$ cat src/rtl/cla16_mul_seq.sv
// 16x16 unsigned shift-add multiplier stepping one 16-bit carry-lookahead adder per cycle.
// Build option: define MUL_ZERO_SKIP_EN to finish zero-operand multiplies without iterating.

module cla_16 (
  input  logic [15:0] a,
  input  logic [15:0] b,
  input  logic        cin,
  output logic [15:0] sum,
  output logic        gx,
  output logic        px
);
  logic [15:0] g, p, carry;
  logic [3:0]  gg, pg, c;

  // NOTE: every always_comb output gets a value on every path, so no latches are inferred.
  always_comb begin
    g = a & b;
    p = a ^ b;
    for (int j = 0; j < 4; j++) begin
      gg[j] = g[4*j+3] | (p[4*j+3] & g[4*j+2]) | (p[4*j+3] & p[4*j+2] & g[4*j+1])
            | (p[4*j+3] & p[4*j+2] & p[4*j+1] & g[4*j]);
      pg[j] = &p[4*j +: 4];
    end
    c[0] = cin;
    for (int j = 0; j < 3; j++) c[j+1] = gg[j] | (pg[j] & c[j]);
    for (int i = 0; i < 16; i++) begin
      if (i % 4 == 0) carry[i] = c[i/4];
      else            carry[i] = g[i-1] | (p[i-1] & carry[i-1]);
    end
    sum = p ^ carry;
    gx  = gg[3] | (pg[3] & gg[2]) | (pg[3] & pg[2] & gg[1]) | (pg[3] & pg[2] & pg[1] & gg[0]);
    px  = &pg;
  end
endmodule

module cla16_mul_seq #(
  parameter int WIDTH = 16,
  parameter int CNT_W = 5
) (
  input  logic               clk,
  input  logic               rst_n,
  input  logic               in_valid,
  output logic               in_ready,
  input  logic [WIDTH-1:0]   a,
  input  logic [WIDTH-1:0]   b,
  output logic               out_valid,
  input  logic               out_ready,
  output logic [2*WIDTH-1:0] product,
  output logic               busy
);
  if (WIDTH != 16 || (1 << CNT_W) <= WIDTH) begin : g_param_check
    $error("cla16_mul_seq: WIDTH must be 16 and CNT_W must hold WIDTH");
  end

  typedef enum logic [1:0] {S_IDLE, S_RUN, S_DONE} state_t;

  state_t               state_q, state_d;
  logic [WIDTH-1:0]     acc_q, acc_d, q_q, q_d, m_q, m_d;
  logic [CNT_W-1:0]     cnt_q, cnt_d;
  logic [2*WIDTH-1:0]   product_q, product_d;
  logic [WIDTH-1:0]     add_b, sum, acc_sh, q_sh;
  logic                 gx, px, cin, cout;

  assign cin   = 1'b0;
  assign add_b = q_q[0] ? m_q : '0;

  cla_16 u_cla (.a(acc_q), .b(add_b), .cin(cin), .sum(sum), .gx(gx), .px(px));

  // The carry C is taken straight from cout into A[15] as the 33-bit {C,A,Q} shifts right.
  assign cout           = gx | (px & cin);
  assign {acc_sh, q_sh} = {cout, sum, q_q[WIDTH-1:1]};

  always_comb begin
    state_d   = state_q;
    acc_d     = acc_q;
    q_d       = q_q;
    m_d       = m_q;
    cnt_d     = cnt_q;
    product_d = product_q;
    unique case (state_q)
      S_IDLE: begin
        if (in_valid) begin
          m_d     = a;
          q_d     = b;
          acc_d   = '0;
          cnt_d   = '0;
          state_d = S_RUN;
`ifdef MUL_ZERO_SKIP_EN
          if (a == '0 || b == '0) begin
            product_d = '0;
            state_d   = S_DONE;
          end
`endif
        end
      end
      S_RUN: begin
        acc_d = acc_sh;
        q_d   = q_sh;
        cnt_d = cnt_q + CNT_W'(1);
        if (cnt_q == CNT_W'(WIDTH - 1)) begin
          product_d = {acc_sh, q_sh};
          state_d   = S_DONE;
        end
      end
      S_DONE: begin
        if (out_ready) state_d = S_IDLE;
      end
      default: state_d = S_IDLE;
    endcase
  end

  // NOTE: state registers use non-blocking assignments so every flop samples pre-edge values.
  always_ff @(posedge clk) begin
    if (!rst_n) begin
      state_q   <= S_IDLE;
      acc_q     <= '0;
      q_q       <= '0;
      m_q       <= '0;
      cnt_q     <= '0;
      product_q <= '0;
    end else begin
      state_q   <= state_d;
      acc_q     <= acc_d;
      q_q       <= q_d;
      m_q       <= m_d;
      cnt_q     <= cnt_d;
      product_q <= product_d;
    end
  end

  assign in_ready  = (state_q == S_IDLE);
  assign out_valid = (state_q == S_DONE);
  assign busy      = (state_q == S_RUN) || (state_q == S_DONE);
  assign product   = product_q;
endmodule
$ cat config.mk
export PLATFORM = sky130hd
export DESIGN_NAME = cla16_mul_seq
export DESIGN_NICKNAME = d
export VERILOG_FILES = /design/src/rtl/cla16_mul_seq.sv
export SDC_FILE = /design/constraint.sdc
export NUM_CORES = 1
export LEC_CHECK = 0
export CAP_MARGIN = 10
export CELL_PAD_IN_SITES_DETAIL_PLACEMENT = 1
export CELL_PAD_IN_SITES_GLOBAL_PLACEMENT = 1
export CORE_MARGIN = 3
export CORE_UTILIZATION = 40
export DETAILED_ROUTE_END_ITERATION = 16
export GPL_TIMING_DRIVEN = 0
export PLACE_DENSITY_LB_ADDON = 0.08
export SYNTH_ARGS = -nofsm -noshare
export SYNTH_HDL_FRONTEND = slang
export SYNTH_SLANG_ARGS = --single-unit
export TNS_END_PERCENT = 10
$ cat constraint.sdc
create_clock -name clk -period 3.7 [get_ports clk]
set_input_delay 0.37 -clock clk [delete_from_list [all_inputs] [get_ports clk]]
set_output_delay 0.37 -clock clk [all_outputs]
set_load 0.005 [all_outputs]
Yosys cells after proc, flatten, opt, wreduce, memory -nomap -nowiden
Index checks and enable logic that the tools add are counted.
{"block": "totals", "register_bits": 87, "in_bits": 36, "output_inout_bits": 35}
{"block": "classes", "addsub": 1, "n_eq_ne": 6, "muxes": 11, "bitwise": 69, "n_reduce_logical": 10}
{"cell": "case mux 16 bit (2 select lines)", "count": 2}
{"cell": "2-to-1 mux 16 bit", "count": 3}
{"cell": "AND 1 bit", "count": 38}
{"cell": "bitwise XOR 16 bit", "count": 2}
{"cell": "OR 1 bit", "count": 28}
{"cell": "AND 16 bit", "count": 1}
{"cell": "AND reduction 4 bit", "count": 3}
{"cell": "case mux 5 bit (2 select lines)", "count": 1}
{"cell": "2-to-1 mux 2 bit", "count": 3}
{"cell": "case mux 2 bit (3 select lines)", "count": 1}
{"cell": "AND reduction 2 bit", "count": 3}
{"cell": "adder 5 x 1 -> 5 bit (second input constant)", "count": 1}
{"cell": "equality test 5 x 4 -> 1 bit (second input constant)", "count": 1}
{"cell": "2-to-1 mux 5 bit", "count": 1}
{"cell": "!= test 2 bit (second input constant)", "count": 2}
{"cell": "AND reduction 3 bit", "count": 1}
{"cell": "equality test 2 x 1 -> 1 bit (second input constant)", "count": 1}
{"cell": "equality test 2 bit (second input constant)", "count": 1}
{"cell": "zero test 2 bit", "count": 1}
{"cell": "!= test 2 x 1 -> 1 bit (second input constant)", "count": 1}
{"cell": "nonzero test 2 bit", "count": 1}
{"cell": "logical OR 1 bit", "count": 1}

Logic depth before layout (Yosys ltp)
{"block": "logic_depth", "word_depth": 18, "ltp_mapped": 15, "ltp_nobuf": 14}

Modules after synthesis
From an unflattened synthesis, not the netlist that was laid out.
{"block": "hier_totals", "cells_unflattened": 490, "area_unflattened_um2": 4354.2}
{"module": "cla16_mul_seq", "n_inst": 1, "cells_per_inst": 409, "area_per_inst_um2": 3607.2, "seq_area_each_um2": 1741.7}
{"module": "cla_16", "n_inst": 1, "cells_per_inst": 81, "area_per_inst_um2": 747.0, "seq_area_each_um2": 0.0}

Worst setup path before layout
OpenSTA, ideal clock, no wires.
{"block": "synth_timing", "kind": "register to register", "from": "reg q_q[0]", "to": "reg acc_q[14]", "setup_time_ps": 128, "arrival_time_ps": 2973, "t_required_ps": 3572, "setup_slack_ps": 600, "path_stages_with_launch": 15, "period_less_slack_ps": 3100, "cell_sequence": "dfxtp_1 clkbuf_1 nand2_1 inv_1 ha_1 and3_1 a221o_1 a31oi_1 fa_1 fa_1 inv_1 fa_1 xnor2_1 a2bb2oi_1 nor2_1"}
{"block": "synth_between", "elab_chain_len": 18}
{"item": "start, declared", "line": "58", "text": "logic [WIDTH-1:0] acc_q, acc_d, q_q, q_d, m_q, m_d;"}
{"item": "start signal, assigned", "line": "124", "text": "q_q <= q_d;"}
{"item": "2-to-1 mux 16 bit (*)", "line": "65", "text": "assign add_b = q_q[0] ? m_q : '0;"}
{"item": "bitwise XOR 16 bit / AND 16 bit (equally long branches)", "line": "18, 17"}
{"item": "AND 1 bit, on equally long branches", "line": "20, 21"}
{"item": "OR 1 bit, or another cell as far along", "line": "20", "text": "gg[j] = g[4*j+3] | (p[4*j+3] & g[4*j+2]) | (p[4*j+3] & p[4*j+2] & g[4*j+1])"}
{"item": "OR 1 bit / AND 1 bit (equally long branches)", "line": "20, 21"}
{"item": "OR 1 bit", "line": "21", "text": "| (p[4*j+3] & p[4*j+2] & p[4*j+1] & g[4*j]);"}
{"item": "AND 1 bit", "line": "25", "text": "for (int j = 0; j < 3; j++) c[j+1] = gg[j] | (pg[j] & c[j]);"}
{"item": "OR 1 bit", "line": "25"}
{"item": "[... 2 more ...]"}
{"item": "AND 1 bit", "line": "28", "text": "else carry[i] = g[i-1] | (p[i-1] & carry[i-1]);"}
{"item": "OR 1 bit", "line": "28"}
{"item": "AND 1 bit", "line": "28"}
{"item": "OR 1 bit", "line": "28"}
{"item": "AND 1 bit", "line": "28"}
{"item": "OR 1 bit", "line": "28"}
{"item": "bitwise XOR 16 bit (*)", "line": "30", "text": "sum = p ^ carry;"}
{"item": "case mux 16 bit (2 select lines) (*)", "line": "80", "text": "unique case (state_q)"}
{"item": "end signal, assigned", "line": "116", "text": "acc_q <= '0;"}
{"item": "end signal, assigned", "line": "123", "text": "acc_q <= acc_d;"}
{"item": "end, declared", "line": "58"}
Every way passes the cells marked *; elsewhere a longest branch is shown, timed or not.
A chain may end at the register's enable or synchronous reset.

Worst setup path after layout
{"block": "layout_timing", "from": "reg q_q[0]", "to": "reg product_q[26] (netlist: product[26])"}
{"block": "layout_between", "elab_chain_len": 15}
{"item": "2-to-1 mux 16 bit (*)", "line": "65"}
{"item": "bitwise XOR 16 bit / AND 16 bit (equally long branches)", "line": "18, 17"}
{"item": "AND 1 bit, on equally long branches", "line": "20, 21"}
{"item": "OR 1 bit, or another cell as far along", "line": "20"}
{"item": "OR 1 bit / AND 1 bit (equally long branches)", "line": "20, 21"}
{"item": "OR 1 bit", "line": "21"}
{"item": "AND 1 bit", "line": "25"}
{"item": "OR 1 bit", "line": "25"}
{"item": "AND 1 bit", "line": "28"}
{"item": "OR 1 bit", "line": "28"}
{"item": "AND 1 bit", "line": "28"}
{"item": "OR 1 bit", "line": "28"}
{"item": "AND 1 bit", "line": "28"}
{"item": "OR 1 bit", "line": "28"}
{"item": "bitwise XOR 16 bit (*)", "line": "30"}
{"item": "end signal, assigned", "line": "127", "text": "product_q <= product_d;"}
{"item": "end, declared", "line": "60", "text": "logic [2*WIDTH-1:0] product_q, product_d;"}
Marks and branches as above.

==> run summary <==
FLOORPLANNING
--------------------------------------------------------------------------------------------------------
Die Area ..................................................................................  11600 sq um
Core area .................................................................................   9910 sq um
Chip Width ................................................................................  108 microns
Floorplan row count .......................................................................           36
Floorplan die height ......................................................................  108 microns
I/O pin count .............................................................................           71
Initial Utilization .......................................................................        0.417

GRT
--------------------------------------------------------------------------------------------------------
Number of antenna violations at the first check in global routing .........................            0
Gr ovfl total .............................................................................            0
GRT Overall Usage .........................................................................        0.210
Largest net degree at the start of global routing .........................................           16
First-pass GRT wire length ................................................................      19.1 mm
Via count of the first global-routing pass ................................................         3849

CTS
--------------------------------------------------------------------------------------------------------
TritonCTS buffer count ....................................................................            9
Number of sinks on the clock net ..........................................................           87
Setup bufs post-CTS .......................................................................            0
Post-CTS clock slew at the launch and capture registers of the worst setup and hold paths .      0.09 ns
TritonCTS clock tree ......................................................................        built
Max clock buf depth .......................................................................            2
Clock insertion delay at the later pin of the skew report .................................      0.36 ns
Hold buffers post-CTS .....................................................................            0
Cell chosen for the clock root ............................................................ sky130_fd_sc_hd__clkbuf_8
Max H-tree Level ..........................................................................            3

FINAL LAYOUT
--------------------------------------------------------------------------------------------------------
Final Instance Area .......................................................................   5240 sq um
Total number of nets in the final design ..................................................          629
Share of layout cells above drive strength 1 ..............................................       0.0690
Non-filler cells, final ...................................................................          698
Number of diodes added for antenna fixing .................................................            0
Fin util ..................................................................................        0.529
Total of fill cells in the finished design ................................................         1197
Layout area overhead ......................................................................        26.9%

YOSYS
--------------------------------------------------------------------------------------------------------
Count of flip-flops with a built-in enable after synthesis ................................            0
Cell variety after synth ..................................................................           40
Register area share after synthesis .......................................................        0.421
Fraction of registers with async set/reset ................................................            0
Total of flip-flops plus latches after synthesis ..........................................           87
Area of the mapped netlist ................................................................   4130 sq um
Number of standard cells after synthesis ..................................................          481
Mean instance size in the synthesized netlist .............................................   8.59 sq um
Nets in the synthesized netlist ...........................................................          549
Most used flip-flop cell after synthesis .................................................. sky130_fd_sc_hd__dfxtp_1
YS warnings ...............................................................................            0

FLOW RUN
--------------------------------------------------------------------------------------------------------
Max-cap check violation count .............................................................            0

ROUTING
--------------------------------------------------------------------------------------------------------
ANT nets after route ......................................................................            0
Wire length reported by the detailed router ...............................................      11.6 mm
Initial DRC Count .........................................................................           88
Avg WL per Cell ........................................................................... 16.6 microns
Length of the first detailed-routing pass in iterations ...................................            4
Via density per instance ..................................................................         5.20
Via count .................................................................................         3632
Number of design rule violations left after detail routing ................................            0

CRITICAL PATH
--------------------------------------------------------------------------------------------------------
Worst setup path start ....................................................................       q_q[0]
Delay contributed by the slowest stage of the critical path ...............................      0.40 ns
R2R setup slack ...........................................................................      0.30 ns
Crit-path leading delay family ............................................................  adder cells
Buf/Inv on CP .............................................................................            3
Cells along the critical path ............................................................. clkbuf_4 > nand2_1 > inv_1 > ha_1 > a21oi_1 > o21a_1 > o21bai_2 > inv_1 > fa_1 > fa_1 > fa_1 > xnor2_1 > nand2_1 > a21oi_1
Worst reg2reg path depth ..................................................................           14
Required time worst endpoint ..............................................................      3.99 ns
Kind of launch point of the worst setup path ..............................................         flop
Highest fanout seen on the critical path ..................................................           10
Cell repeated most along the worst path ................................................... sky130_fd_sc_hd__fa_1
Class of the most critical setup path .....................................................   reg -> reg
Arr. time, crit path ......................................................................      3.69 ns
Critical-path cell with the highest stage delay ........................................... sky130_fd_sc_hd__dfxtp_4
Capture instance of the worst register-to-register path ...................................  product[26]
Start of the worst register-to-register path ..............................................       q_q[0]
Kind of end point of the critical path ....................................................         flop

PLACED DESIGN
--------------------------------------------------------------------------------------------------------
Detailed-placement wirelength estimate ....................................................      8.88 mm
Placed instance count .....................................................................          683
Placed instance area ......................................................................   4990 sq um
Port Buffer Count .........................................................................           69
Weighted congestion at the end of routability-driven global placement .....................        0.831
Worst setup timing slack at the placement stage ...........................................   -0.0842 ns

WORST HOLD PATH
--------------------------------------------------------------------------------------------------------
Startpoint of the worst hold path .........................................................       m_q[3]
Worst hold endpoint .......................................................................       m_q[3]
Worst hold path depth .....................................................................            2
Worst Hold Class ..........................................................................   reg -> reg

PWR
--------------------------------------------------------------------------------------------------------
Combinational Power Share .................................................................        0.314
Internal Power ............................................................................      1.88 mW
Power per cell area .......................................................................  550 nW/um^2
Power share of the clock group ............................................................        0.281
P_sw ......................................................................................      1.01 mW
Net switching fraction of the power .......................................................        0.349
Maximum resistive drop on vdd .............................................................       243 uV
Sequential share of power .................................................................        0.405
P_leak ....................................................................................      1.97 nW

TIMING
--------------------------------------------------------------------------------------------------------
Setup Skew ................................................................................    0.0100 ns
Final worst path period need ..............................................................      3.40 ns
Final Slew Violations .....................................................................            0
Setup violations, final ...................................................................            0
Tightest slew margin relative to the limit ................................................        0.587
Achievable frequency ......................................................................    0.294 GHz
Tcrit/Tclk final ..........................................................................        0.918
Transition at the pin with the smallest max-transition slack ..............................     0.620 ns
Worst path setup slack after routing ......................................................     0.303 ns
Total count of hold-check failures in the final report ....................................            0
RSZ-0062 raised after global routing ......................................................        false

OUTCOME
--------------------------------------------------------------------------------------------------------
Result of the run ......................................................................... finished clean

## cell usage after synthesis, types with 2 or more instances
cell type | number | share of area
sky130_fd_sc_hd__nand2_1 | 91 | 0.083
sky130_fd_sc_hd__dfxtp_1 | 87 | 0.42
sky130_fd_sc_hd__a21oi_1 | 48 | 0.058
sky130_fd_sc_hd__nor2_1 | 33 | 0.030
sky130_fd_sc_hd__inv_1 | 29 | 0.026
sky130_fd_sc_hd__a211oi_1 | 22 | 0.040
sky130_fd_sc_hd__ha_1 | 21 | 0.064
sky130_fd_sc_hd__and2_1 | 19 | 0.029
sky130_fd_sc_hd__clkbuf_1 | 19 | 0.017
sky130_fd_sc_hd__mux2i_1 | 14 | 0.034
sky130_fd_sc_hd__o21ai_0 | 12 | 0.015
sky130_fd_sc_hd__fa_1 | 11 | 0.053
sky130_fd_sc_hd__buf_2 | 8 | 0.0097
sky130_fd_sc_hd__o22ai_1 | 7 | 0.011
sky130_fd_sc_hd__nand4_1 | 6 | 0.0091
sky130_fd_sc_hd__a22oi_1 | 5 | 0.0091
sky130_fd_sc_hd__buf_4 | 5 | 0.0091
sky130_fd_sc_hd__nand3b_1 | 5 | 0.0091
sky130_fd_sc_hd__o221ai_1 | 5 | 0.011
sky130_fd_sc_hd__xnor2_1 | 4 | 0.0085
sky130_fd_sc_hd__and3_1 | 3 | 0.0045
sky130_fd_sc_hd__nand3_1 | 3 | 0.0036
sky130_fd_sc_hd__a221oi_2 | 2 | 0.0073
sky130_fd_sc_hd__a2bb2oi_1 | 2 | 0.0042
sky130_fd_sc_hd__a31oi_1 | 2 | 0.0030
sky130_fd_sc_hd__nand2_2 | 2 | 0.0030
sky130_fd_sc_hd__nor3_1 | 2 | 0.0024
sky130_fd_sc_hd__o311ai_0 | 2 | 0.0042
## cell usage in the layout, fill, tap and decap left out, types with 2 or more instances in the layout
| cell type | instances |
|---|---|
| sky130_fd_sc_hd__nand2_1 | 91 |
| sky130_fd_sc_hd__dfxtp_1 | 86 |
| sky130_fd_sc_hd__clkdlybuf4s50_1 | 69 |
| sky130_fd_sc_hd__a21oi_1 | 48 |
| sky130_fd_sc_hd__nor2_1 | 33 |
| sky130_fd_sc_hd__inv_1 | 29 |
| sky130_fd_sc_hd__a211oi_1 | 22 |
| sky130_fd_sc_hd__ha_1 | 21 |
| sky130_fd_sc_hd__and2_1 | 19 |
| sky130_fd_sc_hd__clkbuf_1 | 18 |
| sky130_fd_sc_hd__mux2i_1 | 14 |
| sky130_fd_sc_hd__o21ai_0 | 12 |
| sky130_fd_sc_hd__fa_1 | 11 |
| sky130_fd_sc_hd__clkbuf_8 | 9 |
| sky130_fd_sc_hd__buf_2 | 8 |
| sky130_fd_sc_hd__o22ai_1 | 7 |
| sky130_fd_sc_hd__nand4_1 | 6 |
| sky130_fd_sc_hd__buf_4 | 5 |
| sky130_fd_sc_hd__nand3b_1 | 5 |
| sky130_fd_sc_hd__o221ai_1 | 5 |
| sky130_fd_sc_hd__a22oi_1 | 5 |
| sky130_fd_sc_hd__xnor2_1 | 4 |
| sky130_fd_sc_hd__nand3_1 | 3 |
| sky130_fd_sc_hd__and3_1 | 3 |
| sky130_fd_sc_hd__bufinv_16 | 3 |
| sky130_fd_sc_hd__a31oi_1 | 2 |
| sky130_fd_sc_hd__nand2_2 | 2 |
| sky130_fd_sc_hd__o311ai_0 | 2 |
| sky130_fd_sc_hd__nor3_1 | 2 |
| sky130_fd_sc_hd__a2bb2oi_1 | 2 |
| sky130_fd_sc_hd__a221oi_2 | 2 |
## per-stage QoR
step,TNS [ns],hold slack [ns],total power [mW]
floorplan,0,0.432,1.77
global placement,0,0.441,2.05
detailed placement,-0.160,0.447,2.09
CTS,0,0.460,2.91
global route,0,0.479,3.07
finish,0,0.457,2.89
## power by group through the flow
stage                     clock [mW]  combinational, mW  sequential, mW
after floorplan                    0              0.627            1.15
after global placement             0              0.877            1.17
after detailed placement           0              0.903            1.19
after CTS                      0.834              0.910            1.16
after global routing           0.876               1.01            1.19
final                          0.811              0.905            1.17
## logic make-up after synthesis
logic type / share of synthesized area
and+or+nand+nor: 0.179
AOI/OAI and AO/OA: 0.173
DFF: 0.421
buffers and inverters: 0.0633
adders and majority gates: 0.117
muxes: 0.0372
xor gates and xnor gates: 0.00848
## worst register-to-register path, cell delays in order, from the launching register on
cell and delay (ns):
sky130_fd_sc_hd__dfxtp_4 0.40, sky130_fd_sc_hd__clkbuf_4 0.20, sky130_fd_sc_hd__nand2_1 0.14, sky130_fd_sc_hd__inv_1 0.06, sky130_fd_sc_hd__ha_1 0.27, sky130_fd_sc_hd__a21oi_1 0.06, sky130_fd_sc_hd__o21a_1 0.23, sky130_fd_sc_hd__o21bai_2 0.20
sky130_fd_sc_hd__inv_1 0.07, sky130_fd_sc_hd__fa_1 0.38, sky130_fd_sc_hd__fa_1 0.39, sky130_fd_sc_hd__fa_1 0.39, sky130_fd_sc_hd__xnor2_1 0.29, sky130_fd_sc_hd__nand2_1 0.10, sky130_fd_sc_hd__a21oi_1 0.15
## state kept, by name, summed over array words and instances (netlist names)
signal and flops:
product 32, acc_q 16, m_q 16, q_q 16, cnt_q 5, state_q 2
## layout make-up
class | count | area [sq um] | share of cell area
multi-input cells | 332 | 2130 | 0.407
flip-flops and latches | 87 | 1750 | 0.333
repair buffers | 69 | 691 | 0.132
well taps | 133 | 166 | 0.0317
plain buffers | 32 | 153 | 0.0291
clock buffers | 9 | 124 | 0.0236
clock inverters | 6 | 118 | 0.0224
inverters | 30 | 113 | 0.0215
## worst max-delay path by stage
stage | cells past startpoint | slack, ns | endpoint
finish | 14 | 0.30 | product[26]
detailed placement | 14 | -0.08 | product[26]
floorplan | 14 | 0.60 | acc_q[14]
global route | 14 | 0.04 | acc_q[13]
CTS | 14 | 0.008 | product[26]
global placement | 14 | 0.01 | acc_q[14]
## layer usage
| metal | GRT usage | vias to the layer above | wire (microns) |
|---|---|---|---|
| met1 | 0.243 | 1739 | 4890 |
| met4 | 0.0784 | 0 | 309 |
| met5 | 0 | - | 0 |
| met3 | 0.0456 | 21 | 532 |
| met2 | 0.377 | 84 | 5850 |
| li1 | - | 1788 | - |
## what timing repair did
item,4_1_cts,5_1_grt
setup endpoints to repair,6,7
resized for setup,1,5
endpoints found under the hold margin,0,0
gates cloned,0,0
No activity file was read; power rests on OpenSTA's default activity.
